**src/rtl/riscv_ctrl_pkg.sv**
```systemverilog
// Shared types and encodings for the multi-cycle RV32I control unit.
package riscv_ctrl_pkg;

   // Sequencer states; the encoding itself carries no meaning
   typedef enum logic [3:0] {
      S_FETCH,
      S_DECODE,
      S_MEMADR,
      S_MEMREAD,
      S_MEMWB,
      S_MEMWRITE,
      S_EXEC_R,
      S_EXEC_I,
      S_ALUWB,
      S_BRANCH,
      S_JAL,
      S_LUI,
      S_TRAP
   } state_t;

   // Operation class handed to the ALU decoder
   typedef enum logic [1:0] {
      ALUOP_ADD,
      ALUOP_SUB,
      ALUOP_RTYPE,
      ALUOP_ITYPE
   } alu_op_t;

   // Major opcodes (IR[6:0])
   localparam logic [6:0] OP_LOAD   = 7'b0000011;
   localparam logic [6:0] OP_STORE  = 7'b0100011;
   localparam logic [6:0] OP_RTYPE  = 7'b0110011;
   localparam logic [6:0] OP_ITYPE  = 7'b0010011;
   localparam logic [6:0] OP_BRANCH = 7'b1100011;
   localparam logic [6:0] OP_JAL    = 7'b1101111;
   localparam logic [6:0] OP_LUI    = 7'b0110111;

   // funct3 values the core understands
   localparam logic [2:0] F3_ADD = 3'b000;
   localparam logic [2:0] F3_SLT = 3'b010;
   localparam logic [2:0] F3_OR  = 3'b110;
   localparam logic [2:0] F3_AND = 3'b111;
   localparam logic [2:0] F3_BEQ = 3'b000;
   localparam logic [2:0] F3_BNE = 3'b001;

   // ALUControl encodings
   localparam logic [2:0] ALU_ADD = 3'b000;
   localparam logic [2:0] ALU_SUB = 3'b001;
   localparam logic [2:0] ALU_AND = 3'b010;
   localparam logic [2:0] ALU_OR  = 3'b011;
   localparam logic [2:0] ALU_SLT = 3'b101;

   // Immediate format selects
   localparam logic [2:0] IMM_I = 3'b000;
   localparam logic [2:0] IMM_S = 3'b001;
   localparam logic [2:0] IMM_B = 3'b010;
   localparam logic [2:0] IMM_J = 3'b011;
   localparam logic [2:0] IMM_U = 3'b100;

   // ALU operand selects
   localparam logic [1:0] SRCA_PC    = 2'b00;
   localparam logic [1:0] SRCA_OLDPC = 2'b01;
   localparam logic [1:0] SRCA_RD1   = 2'b10;
   localparam logic [1:0] SRCA_ZERO  = 2'b11;
   localparam logic [1:0] SRCB_RD2   = 2'b00;
   localparam logic [1:0] SRCB_IMM   = 2'b01;
   localparam logic [1:0] SRCB_FOUR  = 2'b10;

   // Result bus selects
   localparam logic [1:0] RES_ALUOUT    = 2'b00;
   localparam logic [1:0] RES_DATA      = 2'b01;
   localparam logic [1:0] RES_ALURESULT = 2'b10;

   // Trap cause codes
   localparam logic [1:0] CAUSE_NONE    = 2'b00;
   localparam logic [1:0] CAUSE_ILLEGAL = 2'b01;
   localparam logic [1:0] CAUSE_TIMEOUT = 2'b10;

   // States in which the unified memory is being accessed
   function automatic logic is_mem_state(input state_t s);
      return (s == S_FETCH) || (s == S_MEMREAD) || (s == S_MEMWRITE);
   endfunction

endpackage

```
**src/rtl/alu_decoder.sv**
```systemverilog
// Maps an operation class plus funct fields onto ALUControl and flags
// funct3 values the core does not implement.
module alu_decoder
   import riscv_ctrl_pkg::*;
(
   input  alu_op_t    alu_op,
   input  logic [2:0] funct3,
   input  logic       funct7b5,
   output logic [2:0] alu_control,
   output logic       illegal
);

   // funct7b5 only turns add into sub for register-register ops; addi ignores it
   always_comb begin
      alu_control = ALU_ADD;
      illegal     = 1'b0;
      case (alu_op)
         ALUOP_ADD: alu_control = ALU_ADD;
         ALUOP_SUB: alu_control = ALU_SUB;
         ALUOP_RTYPE, ALUOP_ITYPE: begin
            case (funct3)
               F3_ADD:  alu_control = ((alu_op == ALUOP_RTYPE) && funct7b5) ? ALU_SUB : ALU_ADD;
               F3_SLT:  alu_control = ALU_SLT;
               F3_OR:   alu_control = ALU_OR;
               F3_AND:  alu_control = ALU_AND;
               default: illegal = 1'b1;
            endcase
         end
         default: alu_control = ALU_ADD;
      endcase
   end

endmodule

```
**src/rtl/multicycle_control_fsm.sv**
```systemverilog
// Multi-cycle sequencer for the RV32I datapath: fetch/decode/execute/memory/
// writeback, memory handshake with timeout, illegal-opcode trap, retire count.
module multicycle_control_fsm
   import riscv_ctrl_pkg::*;
#(
   parameter int WIDTH       = 32,
   parameter int MEM_TIMEOUT = 16
)(
   input  logic             clk,
   input  logic             rst,
   input  logic [6:0]       op,
   input  logic [2:0]       funct3,
   input  logic             funct7b5,
   input  logic             Zero,
   input  logic             mem_ready,
   output logic             mem_req,
   output logic             MemWrite,
   output logic             AdrSrc,
   output logic             IRWrite,
   output logic             PCWrite,
   output logic             RegWrite,
   output logic [1:0]       ResultSrc,
   output logic [1:0]       ALUSrcA,
   output logic [1:0]       ALUSrcB,
   output logic [2:0]       ImmSrc,
   output logic [2:0]       ALUControl,
   output logic             trap,
   output logic [1:0]       trap_cause,
   output logic [WIDTH-1:0] instret
);

   localparam int TW = $clog2(MEM_TIMEOUT + 1);

   state_t       state;
   state_t       state_next;
   logic [TW-1:0] tmo_cnt;
   alu_op_t      alu_op;
   logic         dec_illegal;
   logic         mem_wait;
   logic         tmo_hit;
   logic         illegal_now;
   logic         retire;
   logic         req_int;
   logic         memwrite_int;
   logic         irwrite_int;
   logic         pcwrite_int;
   logic         regwrite_int;

   alu_decoder u_alu_decoder (
      .alu_op      (alu_op),
      .funct3      (funct3),
      .funct7b5    (funct7b5),
      .alu_control (ALUControl),
      .illegal     (dec_illegal)
   );

   // A memory access that has waited MEM_TIMEOUT cycles is abandoned on its last wait cycle
   always_comb begin
      mem_wait = is_mem_state(state) && !mem_ready;
      tmo_hit  = mem_wait && (tmo_cnt == TW'(MEM_TIMEOUT - 1));
   end

   // Moore decode of datapath selects; strobes are gated by rst so they drop at once on reset
   always_comb begin
      req_int      = 1'b0;
      memwrite_int = 1'b0;
      irwrite_int  = 1'b0;
      pcwrite_int  = 1'b0;
      regwrite_int = 1'b0;
      AdrSrc       = 1'b0;
      ResultSrc    = RES_ALUOUT;
      ALUSrcA      = SRCA_PC;
      ALUSrcB      = SRCB_RD2;
      ImmSrc       = IMM_I;
      alu_op       = ALUOP_ADD;
      case (state)
         S_FETCH: begin
            req_int     = 1'b1;
            irwrite_int = mem_ready;
            pcwrite_int = mem_ready;
            ALUSrcB     = SRCB_FOUR;
            ResultSrc   = RES_ALURESULT;
         end
         S_DECODE: begin
            ALUSrcA = SRCA_OLDPC;
            ALUSrcB = SRCB_IMM;
            ImmSrc  = IMM_B;
         end
         S_MEMADR: begin
            ALUSrcA = SRCA_RD1;
            ALUSrcB = SRCB_IMM;
            ImmSrc  = (op == OP_LOAD) ? IMM_I : IMM_S;
         end
         S_MEMREAD: begin
            req_int = 1'b1;
            AdrSrc  = 1'b1;
         end
         S_MEMWB: begin
            ResultSrc    = RES_DATA;
            regwrite_int = 1'b1;
         end
         S_MEMWRITE: begin
            req_int      = 1'b1;
            memwrite_int = 1'b1;
            AdrSrc       = 1'b1;
         end
         S_EXEC_R: begin
            ALUSrcA = SRCA_RD1;
            ALUSrcB = SRCB_RD2;
            alu_op  = ALUOP_RTYPE;
         end
         S_EXEC_I: begin
            ALUSrcA = SRCA_RD1;
            ALUSrcB = SRCB_IMM;
            ImmSrc  = IMM_I;
            alu_op  = ALUOP_ITYPE;
         end
         S_ALUWB: begin
            regwrite_int = 1'b1;
         end
         S_BRANCH: begin
            ALUSrcA = SRCA_RD1;
            ALUSrcB = SRCB_RD2;
            alu_op  = ALUOP_SUB;
            if (funct3 == F3_BEQ)
               pcwrite_int = Zero;
            else if (funct3 == F3_BNE)
               pcwrite_int = !Zero;
         end
         S_JAL: begin
            ALUSrcA      = SRCA_OLDPC;
            ALUSrcB      = SRCB_FOUR;
            ImmSrc       = IMM_J;
            regwrite_int = 1'b1;
            pcwrite_int  = 1'b1;
         end
         S_LUI: begin
            ALUSrcA = SRCA_ZERO;
            ALUSrcB = SRCB_IMM;
            ImmSrc  = IMM_U;
         end
         default: ;
      endcase
      mem_req  = rst & req_int;
      MemWrite = rst & memwrite_int;
      IRWrite  = rst & irwrite_int;
      PCWrite  = rst & pcwrite_int;
      RegWrite = rst & regwrite_int;
   end

   // Next state, illegal detection and retirement, before trap override
   always_comb begin
      state_next  = state;
      illegal_now = 1'b0;
      retire      = 1'b0;
      case (state)
         S_FETCH:    if (mem_ready) state_next = S_DECODE;
         S_DECODE: begin
            case (op)
               OP_LOAD, OP_STORE: state_next = S_MEMADR;
               OP_RTYPE:          state_next = S_EXEC_R;
               OP_ITYPE:          state_next = S_EXEC_I;
               OP_BRANCH:         state_next = S_BRANCH;
               OP_JAL:            state_next = S_JAL;
               OP_LUI:            state_next = S_LUI;
               default:           illegal_now = 1'b1;
            endcase
         end
         S_MEMADR:   state_next = (op == OP_LOAD) ? S_MEMREAD : S_MEMWRITE;
         S_MEMREAD:  if (mem_ready) state_next = S_MEMWB;
         S_MEMWB: begin
            state_next = S_FETCH;
            retire     = 1'b1;
         end
         S_MEMWRITE: begin
            if (mem_ready) begin
               state_next = S_FETCH;
               retire     = 1'b1;
            end
         end
         S_EXEC_R, S_EXEC_I: begin
            if (dec_illegal)
               illegal_now = 1'b1;
            else
               state_next = S_ALUWB;
         end
         S_ALUWB, S_JAL: begin
            state_next = S_FETCH;
            retire     = 1'b1;
         end
         S_BRANCH: begin
            if ((funct3 == F3_BEQ) || (funct3 == F3_BNE)) begin
               state_next = S_FETCH;
               retire     = 1'b1;
            end else begin
               illegal_now = 1'b1;
            end
         end
         S_LUI:      state_next = S_ALUWB;
         S_TRAP:     state_next = S_TRAP;
         default:    state_next = S_FETCH;
      endcase
   end

   // State, sticky trap, wait counter and retire counter; illegal wins over timeout
   always_ff @(posedge clk or negedge rst) begin
      if (!rst) begin
         state      <= S_FETCH;
         trap       <= 1'b0;
         trap_cause <= CAUSE_NONE;
         tmo_cnt    <= '0;
         instret    <= '0;
      end else begin
         tmo_cnt <= mem_wait ? tmo_cnt + 1'b1 : '0;
         if (retire)
            instret <= instret + 1'b1;
         if (illegal_now) begin
            state      <= S_TRAP;
            trap       <= 1'b1;
            trap_cause <= CAUSE_ILLEGAL;
         end else if (tmo_hit) begin
            state      <= S_TRAP;
            trap       <= 1'b1;
            trap_cause <= CAUSE_TIMEOUT;
         end else begin
            state <= state_next;
         end
      end
   end

endmodule

```
**config.mk**
```make
export PLATFORM = sky130hd
export DESIGN_NAME = multicycle_control_fsm
export DESIGN_NICKNAME = d
export VERILOG_FILES = /design/src/rtl/riscv_ctrl_pkg.sv /design/src/rtl/alu_decoder.sv /design/src/rtl/multicycle_control_fsm.sv
export SDC_FILE = /design/constraint.sdc
export NUM_CORES = 1
export LEC_CHECK = 0
export ABC_CLOCK_PERIOD_IN_PS = 6300
export CORE_ASPECT_RATIO = 1.1
export CORE_MARGIN = 2
export CORE_UTILIZATION = 53
export DETAILED_ROUTE_END_ITERATION = 10
export GPL_TIMING_DRIVEN = 0
export PLACE_DENSITY = 0.86
export SYNTH_ARGS = -nofsm -noshare
export SYNTH_HDL_FRONTEND = slang
export SYNTH_SLANG_ARGS = --single-unit
```
**constraint.sdc**
```tcl
create_clock -name clk -period 6.3 [get_ports clk]
set_clock_uncertainty 0.2 [all_clocks]
set_input_delay 1.575 -clock clk [delete_from_list [all_inputs] [get_ports clk]]
set_output_delay 1.575 -clock clk [all_outputs]
set_load 0.02 [all_outputs]
```
# ---- Word-level counts from Yosys, hierarchy flattened
# Cells that the tools add are included.
# Widths: inputs -> output; s select.
dict set report word_totals {
  wordCells 111
  output_inout_bits 53
  register_bits 44
  input_bits 15
}
dict set report op_classes {
  addsub 2
  mux 41
  bitwise_logic 5
  eq_ne 33
  reduce_logical 25
}
# cell count
set ops {}
lappend ops {{$pmux 4 s9} 1}
lappend ops {{$add 32x1->32 const B} 1}
lappend ops {{$mux 4} 7}
lappend ops {{$pmux 3 s4} 2}
lappend ops {{$pmux 4 s6} 1}
lappend ops {{$eq 7x6->1 const B} 3}
lappend ops {{$eq 4x4->1 const B} 5}
lappend ops {{$ne 4x4->1 const B} 5}
lappend ops {{$mux 1} 18}
lappend ops {{$eq 4x3->1 const B} 4}
lappend ops {{$eq 7x7->1 const B} 2}
lappend ops {{$pmux 2 s3} 2}
lappend ops {{$reduce_or 2->1} 6}
lappend ops {{$reduce_or 4->1} 3}
lappend ops {{$ne 9x9->1 const B} 1}
lappend ops {{$pmux 1 s3} 3}
lappend ops {{$pmux 3 s3} 1}
lappend ops {{$eq 4x2->1 const B} 2}
lappend ops {{$pmux 2 s2} 2}
lappend ops {{$eq 7x2->1 const B} 1}
lappend ops {{$eq 7x5->1 const B} 1}
lappend ops {{$reduce_or 7->1} 1}
lappend ops {{$eq 3x3->1 const B} 2}
lappend ops {{$reduce_and 6->1} 1}
lappend ops {{19 further kinds} 31}

# ---- Longest topological paths before layout
# Gate-level depths: netlist of run 1.
dict set report depth {
  ltp_word 9
  depth_mapped 7
  ltp_nobuf 5
}

# ---- Hierarchy
# A second synthesis of run 1 with hierarchy kept.
dict set report unflattened {
  hier_cells 279
  hier_area_um2 2645.0
}
# module cells_each area_per_inst_um2 seq_area_each_um2 instances
set by_module_without_submodules {}
lappend by_module_without_submodules {multicycle_control_fsm 269 2580.0 1101.1 1}
lappend by_module_without_submodules {alu_decoder 10 65.1 0.0 1}

# ---- Least setup slack after synthesis of run 1
# Ideal clock, no wire load.
dict set report synth_timing {
  path_kind {input -> output}
  startpoint {input port op[2]}
  endpoint {output port ImmSrc[0]}
  required_time_ns 4.525
  stages 3
  n_path_buf 0
  path_slack_ns 2.011
  arrival_time_ns 2.514
  path_cell_list {nand4bb_1 or3_1 o311a_1}
}
dict set report synth_between {
  elab_chain_cells 3
}
# item line
set synth_rtl {}
lappend synth_rtl {{start: declaration} multicycle_control_fsm.sv:11} ;# input logic [6:0] op,
lappend synth_rtl {{$eq 7x2->1} multicycle_control_fsm.sv:92} ;# ImmSrc = (op == OP_LOAD) ? IMM_I : IMM_S;
lappend synth_rtl {{$mux 1} multicycle_control_fsm.sv:92}
lappend synth_rtl {{$pmux 3 s4} multicycle_control_fsm.sv:76} ;# case (state)
lappend synth_rtl {{end: declaration} multicycle_control_fsm.sv:25} ;# output logic [2:0] ImmSrc,
# No other way between the ends.

# ---- Worst setup path in the final report of run 1
# Same ends and word-level chain as after synthesis.

==> run_results.csv, run 1 <==
group,metric,value,unit
run_status,outcome,"finished, final reports clean",
logic_synthesis,syn-num-nets,294,
floorplan,core_area,0.00472,mm²
timing,fin_crit,5.37,ns
worst_setup_path,r2r-end,"instret[28]",
floorplan,io_pins,68,
timing,tightest_slew,0.587,ns
floorplan,initial_core_util,0.557,
route,drt_pre_antenna_iters,4,
clocking,cts_buffers,5,
logic_synthesis,yosysWarningCount,0,
route,dr.first_iter.drc_count,145,
clocking,clk_latency,0.30,ns
route,routed_via_density,5.78,
finish,fill_cells,341,
placement,gp_congestion,0.883,
global_route,globalRoute.totalOverflow,0,
global_route,antenna_found_initial,0,
logic_synthesis,synth_edf_count,0,
timing,hold_viol,0,
floorplan,die-width,71.2,µm
job,maxCapViolCount,0,
logic_synthesis,synth_area_leaders,"dfrtp_1 42%, xor2_1 8.0%, xnor2_1 3.7%",
logic_synthesis,synth_commonest_cells,"44 x dfrtp_1, 24 x xor2_1, 23 x nor2_1",
worst_setup_path,path_class,"input port to primary output",
timing,slew_headroom,0.609,
finish,syn2layout_area_growth,32.7,%
logic_synthesis,synth_ff_type,"dfrtp_1",
global_route,grt_pass1_wl,10700,µm
placement,dp.cells,399,
clocking,cts_sinks,44,
global_route,grt_pass1_vias,2291,
worst_setup_path,cp-end-kind,"primary output",
worst_setup_path,rr_startpoint,"state[1]",
hold_path,hold_class,"flip-flop to flip-flop",
floorplan,die_y,77.9,µm
clocking,cts_hold_buffers,0,
logic_synthesis,synthCells,276,
clocking,cts_tree,"done",
logic_synthesis,synthArstFlopShare,1.00,
power,p_total,1220,µW
finish,final_nets,368,
hold_path,hold_path_depth,1,
logic_synthesis,netlist_area,0.00263,mm²
logic_synthesis,ys_types,52,
timing,slew_viol_final,0,
clocking,post_cts_resized,0,
logic_synthesis,ys_seq_area_frac,0.419,
clocking,cts.clk_slew.worst_paths,0.09,ns
logic_synthesis,synth.top_cell.area_share,0.419,
hold_path,holdPathEnd,"tmo_cnt[0]",
floorplan,num_rows,26,
placement,place_hpwl,4610,µm
power,peakVddDrop,269,µV
finish,antenna_cells,0,
global_route,grt_usage,0.238,
clocking,htreeDepth,2,
route,totalWireLength,6330,µm
route,vias,2351,
global_route,grt_max_degree,38,
finish,final_cells,407,
clocking,clock_path_buffers,2,
timing,rsz0062_at_grt,"no",
timing,setup_viol,0,
power,leakagePower,0.00129,µW
logic_synthesis,post_synth.cell_area_avg,9.52,µm²
worst_setup_path,critPathLaunchType,"input port",
clocking,post-cts-setup-buffers,0,
logic_synthesis,synth_area_leader_cell,"dfrtp_1",
timing,finalCritPeriodShare,0.852,
worst_setup_path,worstRegToRegCells,7,
worst_setup_path,cp.arrival,3.59,ns
timing,fmax,186,MHz
floorplan,die-area,0.00554,mm²
logic_synthesis,ys_ff_latch,44,
worst_setup_path,required,4.53,ns
hold_path,holdCritStartpoint,"tmo_cnt[0]",
placement,portBuffers,66,
worst_setup_path,r2r_slack,4.07,ns
worst_setup_path,cp_max_fo,6,
route,wire_per_inst,15.6,µm
route,drc,0,
finish,layout-drive-gt1-share,0.0969,
route,ant_nets,0,
power,powerDensity,349,mW/mm²
clocking,root_buffer,"clkbuf_8",
logic_synthesis,synth.most_common_cell,"dfrtp_1",
timing,whs,0.270,ns
## cells in the final DEF, fill, tap and decap left out, types with 2 or more instances in the layout
master | synthesis | routed
or3b_1 | 2 | 2
clkbuf_8 | 0 | 5
and2_1 | 2 | 2
a31oi_1 | 3 | 3
nor3_1 | 14 | 14
dfrtp_1 | 44 | 44
nand3b_1 | 4 | 4
clkdlybuf4s50_1 | 0 | 65
xnor2_1 | 11 | 11
nor2_1 | 23 | 23
or3_1 | 3 | 3
o21bai_1 | 2 | 2
ha_1 | 3 | 3
a211oi_1 | 3 | 3
a21o_1 | 4 | 4
buf_2 | 3 | 4
nor3_2 | 6 | 6
and3_1 | 5 | 5
nor4_2 | 4 | 4
nand3_1 | 16 | 16
nor4_1 | 2 | 2
nor3b_1 | 4 | 4
mux2_2 | 2 | 2
inv_1 | 15 | 15
a21oi_1 | 8 | 8
and4_1 | 4 | 4
nor2b_1 | 4 | 4
xor2_1 | 24 | 24
nand2_1 | 17 | 17
buf_6 | 3 | 3
clkbuf_1 | 5 | 5
o21ai_0 | 7 | 7
nand4_1 | 8 | 8
## worst max-delay path, cell delays in order
cell	delay, ns
clkdlybuf4s50_1	0.49
nand4bb_1	0.30
or3_1	0.38
o311a_1	0.30
clkdlybuf4s50_1	0.54
## state kept, by name, indices dropped and copies added, names as in the netlist
register / flops
instret: 32
state: 4
tmo_cnt: 5
trap: 1
trap_cause: 2
## metrics by stage
step / setup TNS [ns] / util / area (µm²) / worst slack (ns)
global route: 0 / 0.740 / 3490 / 0.853
finish: 0 / 0.740 / 3490 / 0.934
detailed placement: 0 / 0.715 / 3370 / 0.938
global placement: -0.430 / 0.712 / 3360 / -0.183
CTS: 0 / 0.740 / 3490 / 0.943
floorplan: 0 / - / 2630 / 2.01
## final cells by class
type / instances / area (µm²) / area share
Multi-Input combinational cell: 204 / 1390 / 0.399
Sequential cell: 44 / 1100 / 0.316
Timing Repair Buffer: 67 / 676 / 0.194
Buffer: 13 / 78.8 / 0.0226
Tap cell: 56 / 70.1 / 0.0201
Clock buffer: 5 / 68.8 / 0.0197
Inverter: 15 / 56.3 / 0.0161
Clock inverter: 3 / 46.3 / 0.0133
## how the worst max path moves through the flow
stage                      to  slack [ns]  depth (start not counted)   from
global placement      mem_req       -0.18                          4    rst
detailed placement  ImmSrc[0]        0.94                          5  op[2]
finish              ImmSrc[0]        0.93                          5  op[2]
global route        ImmSrc[0]        0.85                          5  op[2]
CTS                 ImmSrc[0]        0.94                          5  op[2]
floorplan           ImmSrc[0]        2.01                          3  op[2]
## cell families after synthesis
family,synth area share
buf+inv,0.0514
flops,0.419
fa+ha+maj,0.0143
compound gates,0.109
mux,0.00857
simple gates,0.281
xor+xnor,0.117
## layer usage
layer  GRT usage  up-vias  share of wire
met2       0.396       81           0.51
met4      0.0887        0          0.024
li1            -     1121              -
met1       0.306     1134           0.42
met5           0        -              0
met3      0.0429       15          0.051
## where the power goes
group          internal [µW]  switching, µW  total, µW
logic                    268            349        617
clock network            120            104        223
registers                329           48.6        377
total                    717            501       1220
Power figures use the tool's default switching activity.
==> run 2, diff against run 1 <==
--- a/config.mk
+++ b/config.mk
@@ -6,12 +6,16 @@
 export NUM_CORES = 1
 export LEC_CHECK = 0
 export ABC_CLOCK_PERIOD_IN_PS = 6300
+export CELL_PAD_IN_SITES_DETAIL_PLACEMENT = 0
+export CELL_PAD_IN_SITES_GLOBAL_PLACEMENT = 1
 export CORE_ASPECT_RATIO = 1.1
 export CORE_MARGIN = 2
-export CORE_UTILIZATION = 53
+export CORE_UTILIZATION = 40
 export DETAILED_ROUTE_END_ITERATION = 10
+export GPL_ROUTABILITY_DRIVEN = 0
 export GPL_TIMING_DRIVEN = 0
-export PLACE_DENSITY = 0.86
+export PLACE_DENSITY_LB_ADDON = 0.1
+export SLEW_MARGIN = 25
 export SYNTH_ARGS = -nofsm -noshare
 export SYNTH_HDL_FRONTEND = slang
 export SYNTH_SLANG_ARGS = --single-unit
==> run_results.csv, run 2 (synthesized netlist as in run 1, its figures left out) <==
group,metric,value,unit
timing,fin_crit,5.39,ns
floorplan,die-width,81.3,µm
worst_setup_path,critPathLaunchType,"input port",
route,routed_via_density,5.38,
timing,rsz0062_at_grt,"no",
worst_setup_path,r2r-end,"state[2]",
finish,postLayoutCoreUtil,0.556,
worst_setup_path,required,4.53,ns
finish,syn2layout_area_growth,32.6,%
worst_setup_path,path_class,"input port to primary output",
floorplan,die_y,89.0,µm
route,ant_nets,0,
worst_setup_path,cp_slowest_cell,"clkdlybuf4s50_1",
clocking,cts_sinks,44,
worst_setup_path,cp-end-kind,"primary output",
floorplan,core_area,0.00627,mm²
timing,slew_viol_final,0,
timing,finalCritPeriodShare,0.855,
clocking,cts_tree,"done",
floorplan,die-area,0.00724,mm²
timing,slew_headroom,0.595,
global_route,grt_usage,0.189,
route,dr.first_iter.drc_count,66,
hold_path,holdPathEnd,"tmo_cnt[0]",
timing,setup_tns,0,ns
power,powerDensity,344,mW/mm²
worst_setup_path,path_depth,5,
clocking,htreeDepth,2,
clocking,post-cts-setup-buffers,0,
finish,final_nets,367,
clocking,cts_buffers,5,
power,peakVddDrop,203,µV
worst_setup_path,rr_startpoint,"state[0]",
route,vias,2302,
finish,final_cell_mix,"65 x clkdlybuf4s50_1, 44 x dfrtp_1, 24 x xor2_1",
global_route,grt_pass1_vias,2275,
worst_setup_path,critical_path_buf_inv_count,2,
worst_setup_path,worstRegToRegCells,7,
global_route,globalRoute.totalOverflow,0,
worst_setup_path,cp.arrival,3.61,ns
placement,place_hpwl,4680,µm
finish,antenna_cells,0,
finish,final_common_cell,"clkdlybuf4s50_1",
clocking,cts_hold_buffers,0,
finish,design_area,0.00349,mm²
hold_path,hold_path_depth,1,
hold_path,hold_class,"flip-flop to flip-flop",
finish,layout-drive-gt1-share,0.0891,
finish,largest_reg_flops,32,
finish,registers.top_by_ff_count,"instret",
clocking,clock_path_buffers,2,
worst_setup_path,startpoint,"op[2]",
route,wire_per_inst,15.1,µm
worst_setup_path,cp_max_fo,6,
route,totalWireLength,6450,µm
floorplan,io_pins,68,
clocking,cts.clk_slew.worst_paths,0.08,ns
clocking,root_buffer,"clkbuf_8",
finish,reg_top3,"instret x32, tmo_cnt x5, state x4",
timing,setup_viol,0,
floorplan,num_rows,30,
timing,whs,0.270,ns
route,drc,0,
job,maxCapViolCount,0,
placement,pre_cts_ws,0.937,ns
run_status,outcome,"finished, final reports clean",
global_route,antenna_found_initial,0,
timing,tightest_slew,0.608,ns
route,drt_pre_antenna_iters,4,
clocking,post_cts_resized,0,
placement,portBuffers,66,
worst_setup_path,critPathTopFamily,"buffers and inverters",
placement,postPlaceCellArea,0.00339,mm²
global_route,grt_max_degree,48,
floorplan,initial_core_util,0.419,
timing,hold_viol,0,
worst_setup_path,crit_top_cell,"clkdlybuf4s50_1",
global_route,grt_pass1_wl,10700,µm
power,leakagePower,0.00127,µW
worst_setup_path,r2r_slack,4.09,ns
worst_setup_path,crit_chain,"clkdlybuf4s50_1 > nand4bb_1 > or3_1 > o311a_1 > clkdlybuf4s50_1",
timing,layout_setup_ws,0.911,ns
timing,fmax,186,MHz
hold_path,holdCritStartpoint,"tmo_cnt[0]",
clocking,clk_latency,0.29,ns
worst_setup_path,cpPeakStageDelay,0.54,ns
-- run 2: changes by cell type in the layout (fill, tap and decap cells not counted) --
cell and change:
buf_12 -1, buf_2 -1, buf_4 +1, clkinvlp_4 -1, inv_6 -1
-- run 2: area by class of cell --
type                    instances  area [µm²]
plain buffers                  13        78.8
clock buffers                   5        68.8
clock inverters                 1        30.0
fillers                       583        2780
inverters                      15        56.3
multi-input cells             204        1390
flip-flops and latches         44        1100
well taps                      80         100
repair buffers                 66         658
-- run 2: how the worst max path moves through the flow --
stage / end / slack, ns
6_report: ImmSrc[0] / 0.91
5_1_grt: ImmSrc[0] / 0.79
4_1_cts: ImmSrc[0] / 0.93
3_5_place_dp: ImmSrc[0] / 0.94
3_3_place_gp: mem_req / -0.28
2_1_floorplan: ImmSrc[0] / 2.01
-- run 2: layer usage --
metal,vias up,share of wire,track usage
li1,1120,-,-
met5,-,0,0
met2,41,0.51,0.326
met4,0,0.0056,0.0416
met1,1137,0.45,0.247
met3,4,0.044,0.0354
-- run 2: power breakdown --
part	internal [µW]	switching (µW)
clock	114	90.0
combinational	266	353
sequential	329	46.1
total	709	489
-- run 2: stage by stage --
step,total power [µW],instances
floorplan,769,276
global placement,998,422
detailed placement,1000,422
CTS,1210,428
global route,1280,428
finish,1200,428
-- run 2: worst register-to-register path, cell delays in order, from the launching register on --
cell and delay [ns]:
dfrtp_1 0.36, buf_2 0.17, nor3_1 0.19, a21oi_1 0.11
or3_1 0.33, clkbuf_1 0.20, or3_1 0.35, a21o_1 0.19
==> run 3, diff against run 2 <==
--- a/config.mk
+++ b/config.mk
@@ -13,8 +13,9 @@
 export CORE_UTILIZATION = 40
 export DETAILED_ROUTE_END_ITERATION = 10
 export GPL_ROUTABILITY_DRIVEN = 0
-export GPL_TIMING_DRIVEN = 0
+export GPL_TIMING_DRIVEN = 1
 export PLACE_DENSITY_LB_ADDON = 0.1
+export SETUP_SLACK_MARGIN = 0.1
 export SLEW_MARGIN = 25
 export SYNTH_ARGS = -nofsm -noshare
 export SYNTH_HDL_FRONTEND = slang
==> run_results.csv, run 3 (synthesized netlist as in run 1, its figures left out) <==
group,metric,value,unit
timing,whs,0.265,ns
worst_setup_path,r2r_slack,3.71,ns
clocking,clk_latency,0.29,ns
placement,place_hpwl,4510,µm
worst_setup_path,critPathLaunchType,"input port",
timing,slew_viol_final,0,
clocking,root_buffer,"clkbuf_8",
finish,design_area,0.00342,mm²
finish,antenna_cells,0,
worst_setup_path,path_class,"input port to primary output",
placement,portBuffers,67,
floorplan,io_pins,68,
global_route,globalRoute.totalOverflow,0,
placement,postPlaceCellArea,0.00332,mm²
worst_setup_path,cp.arrival,3.60,ns
power,powerDensity,340,mW/mm²
worst_setup_path,worstRegToRegCells,5,
global_route,grt_max_degree,29,
floorplan,initial_core_util,0.419,
finish,largest_reg_flops,32,
route,wire_per_inst,15.1,µm
finish,layout-drive-gt1-share,0.0742,
hold_path,holdCritStartpoint,"tmo_cnt[0]",
route,totalWireLength,6300,µm
route,drc,0,
placement,dp.cells,411,
global_route,use_met2,0.310,
clocking,post-cts-setup-buffers,0,
global_route,met3_usage,0.0394,
timing,fin_crit,5.38,ns
clocking,cts_buffers,5,
run_status,outcome,"finished, final reports clean",
worst_setup_path,required,4.53,ns
clocking,cts_sinks,44,
global_route,grt_usage,0.180,
global_route,grt.busiest_layer,"met2",
route,vias,2207,
finish,final_nets,356,
finish,final_common_cell,"clkdlybuf4s50_1",
timing,finalCritPeriodShare,0.853,
finish,registers.top_by_ff_count,"instret",
finish,final_cell_mix,"66 x clkdlybuf4s50_1, 44 x dfrtp_1, 24 x xor2_1",
route,dr.first_iter.drc_count,98,
floorplan,die-width,81.3,µm
finish,syn2layout_area_growth,30.2,%
worst_setup_path,rr_startpoint,"state[3]",
clocking,cts_hold_buffers,0,
route,routed_via_density,5.29,
global_route,grt_pass1_wl,10200,µm
timing,hold_viol,0,
worst_setup_path,startpoint,"op[2]",
job,maxCapViolCount,0,
finish,final_cells,417,
timing,rsz0062_at_grt,"no",
timing,tightest_slew,0.702,ns
hold_path,hold_class,"flip-flop to flip-flop",
worst_setup_path,cp-end-kind,"primary output",
floorplan,num_rows,30,
timing,setup_tns,0,ns
clocking,clock_path_buffers,2,
floorplan,die_y,89.0,µm
finish,reg_top3,"instret x32, tmo_cnt x5, state x4",
floorplan,core_area,0.00627,mm²
timing,slew_headroom,0.532,
route,ant_nets,0,
worst_setup_path,cp_max_fo,6,
clocking,cts.clk_slew.worst_paths,0.07,ns
route,drt_pre_antenna_iters,4,
clocking,cts_tree,"done",
timing,setup_viol,0,
worst_setup_path,r2r-end,"instret[14]",
floorplan,die-area,0.00724,mm²
timing,fmax,186,MHz
global_route,use_met1,0.232,
global_route,antenna_found_initial,0,
power,peakVddDrop,192,µV
power,leakagePower,0.00124,µW
clocking,post_cts_resized,0,
global_route,grt_pass1_vias,2123,
clocking,htreeDepth,2,
worst_setup_path,setup.worst_path.end,"ImmSrc[0]",
run 3: through the flow:
step / utilization / power [µW] / worst slack (ns)
6_report: 0.546 / 1160 / 0.925
5_1_grt: 0.546 / 1240 / 0.853
4_1_cts: 0.546 / 1180 / 0.941
3_5_place_dp: 0.530 / 969 / 0.944
3_3_place_gp: 0.530 / 963 / 0.965
2_1_floorplan: - / 769 / 2.01
run 3: worst max-delay path, cell delays in order:
cell,delay [ns]
clkdlybuf4s50_1,0.49
nand4bb_1,0.31
or3_1,0.38
o311a_1,0.31
clkdlybuf4s50_1,0.54
run 3: per-layer routing:
metal	vias up	part of all wire	wire length, µm
met5	-	0	0
met4	0	0.0052	33
met3	2	0.041	257
met2	48	0.50	3170
met1	1065	0.45	2840
li1	1092	-	-
run 3: cell type report:
type                            instances  area (µm²)
Tap cell                               80         100
Multi-Input combinational cell        204        1390
Clock buffer                            5        68.8
Fill cell                             573        2850
Timing Repair Buffer                   68         673
Clock inverter                          1        30.0
Sequential cell                        44        1100
Inverter                               15        56.3
run 3: worst min-delay path by stage:
| stage | to | slack (ns) | depth (start not counted) |
|---|---|---|---|
| global placement | tmo_cnt[0] | 0.25 | 1 |
| CTS | tmo_cnt[0] | 0.27 | 1 |
| floorplan | tmo_cnt[0] | 0.23 | 1 |
| finish | tmo_cnt[0] | 0.27 | 1 |
| detailed placement | tmo_cnt[0] | 0.25 | 1 |
| global route | tmo_cnt[0] | 0.29 | 1 |
run 3: power breakdown:
group,switching (µW),internal (µW)
Sequential,101,328
Combinational,288,244
Clock,88.7,114
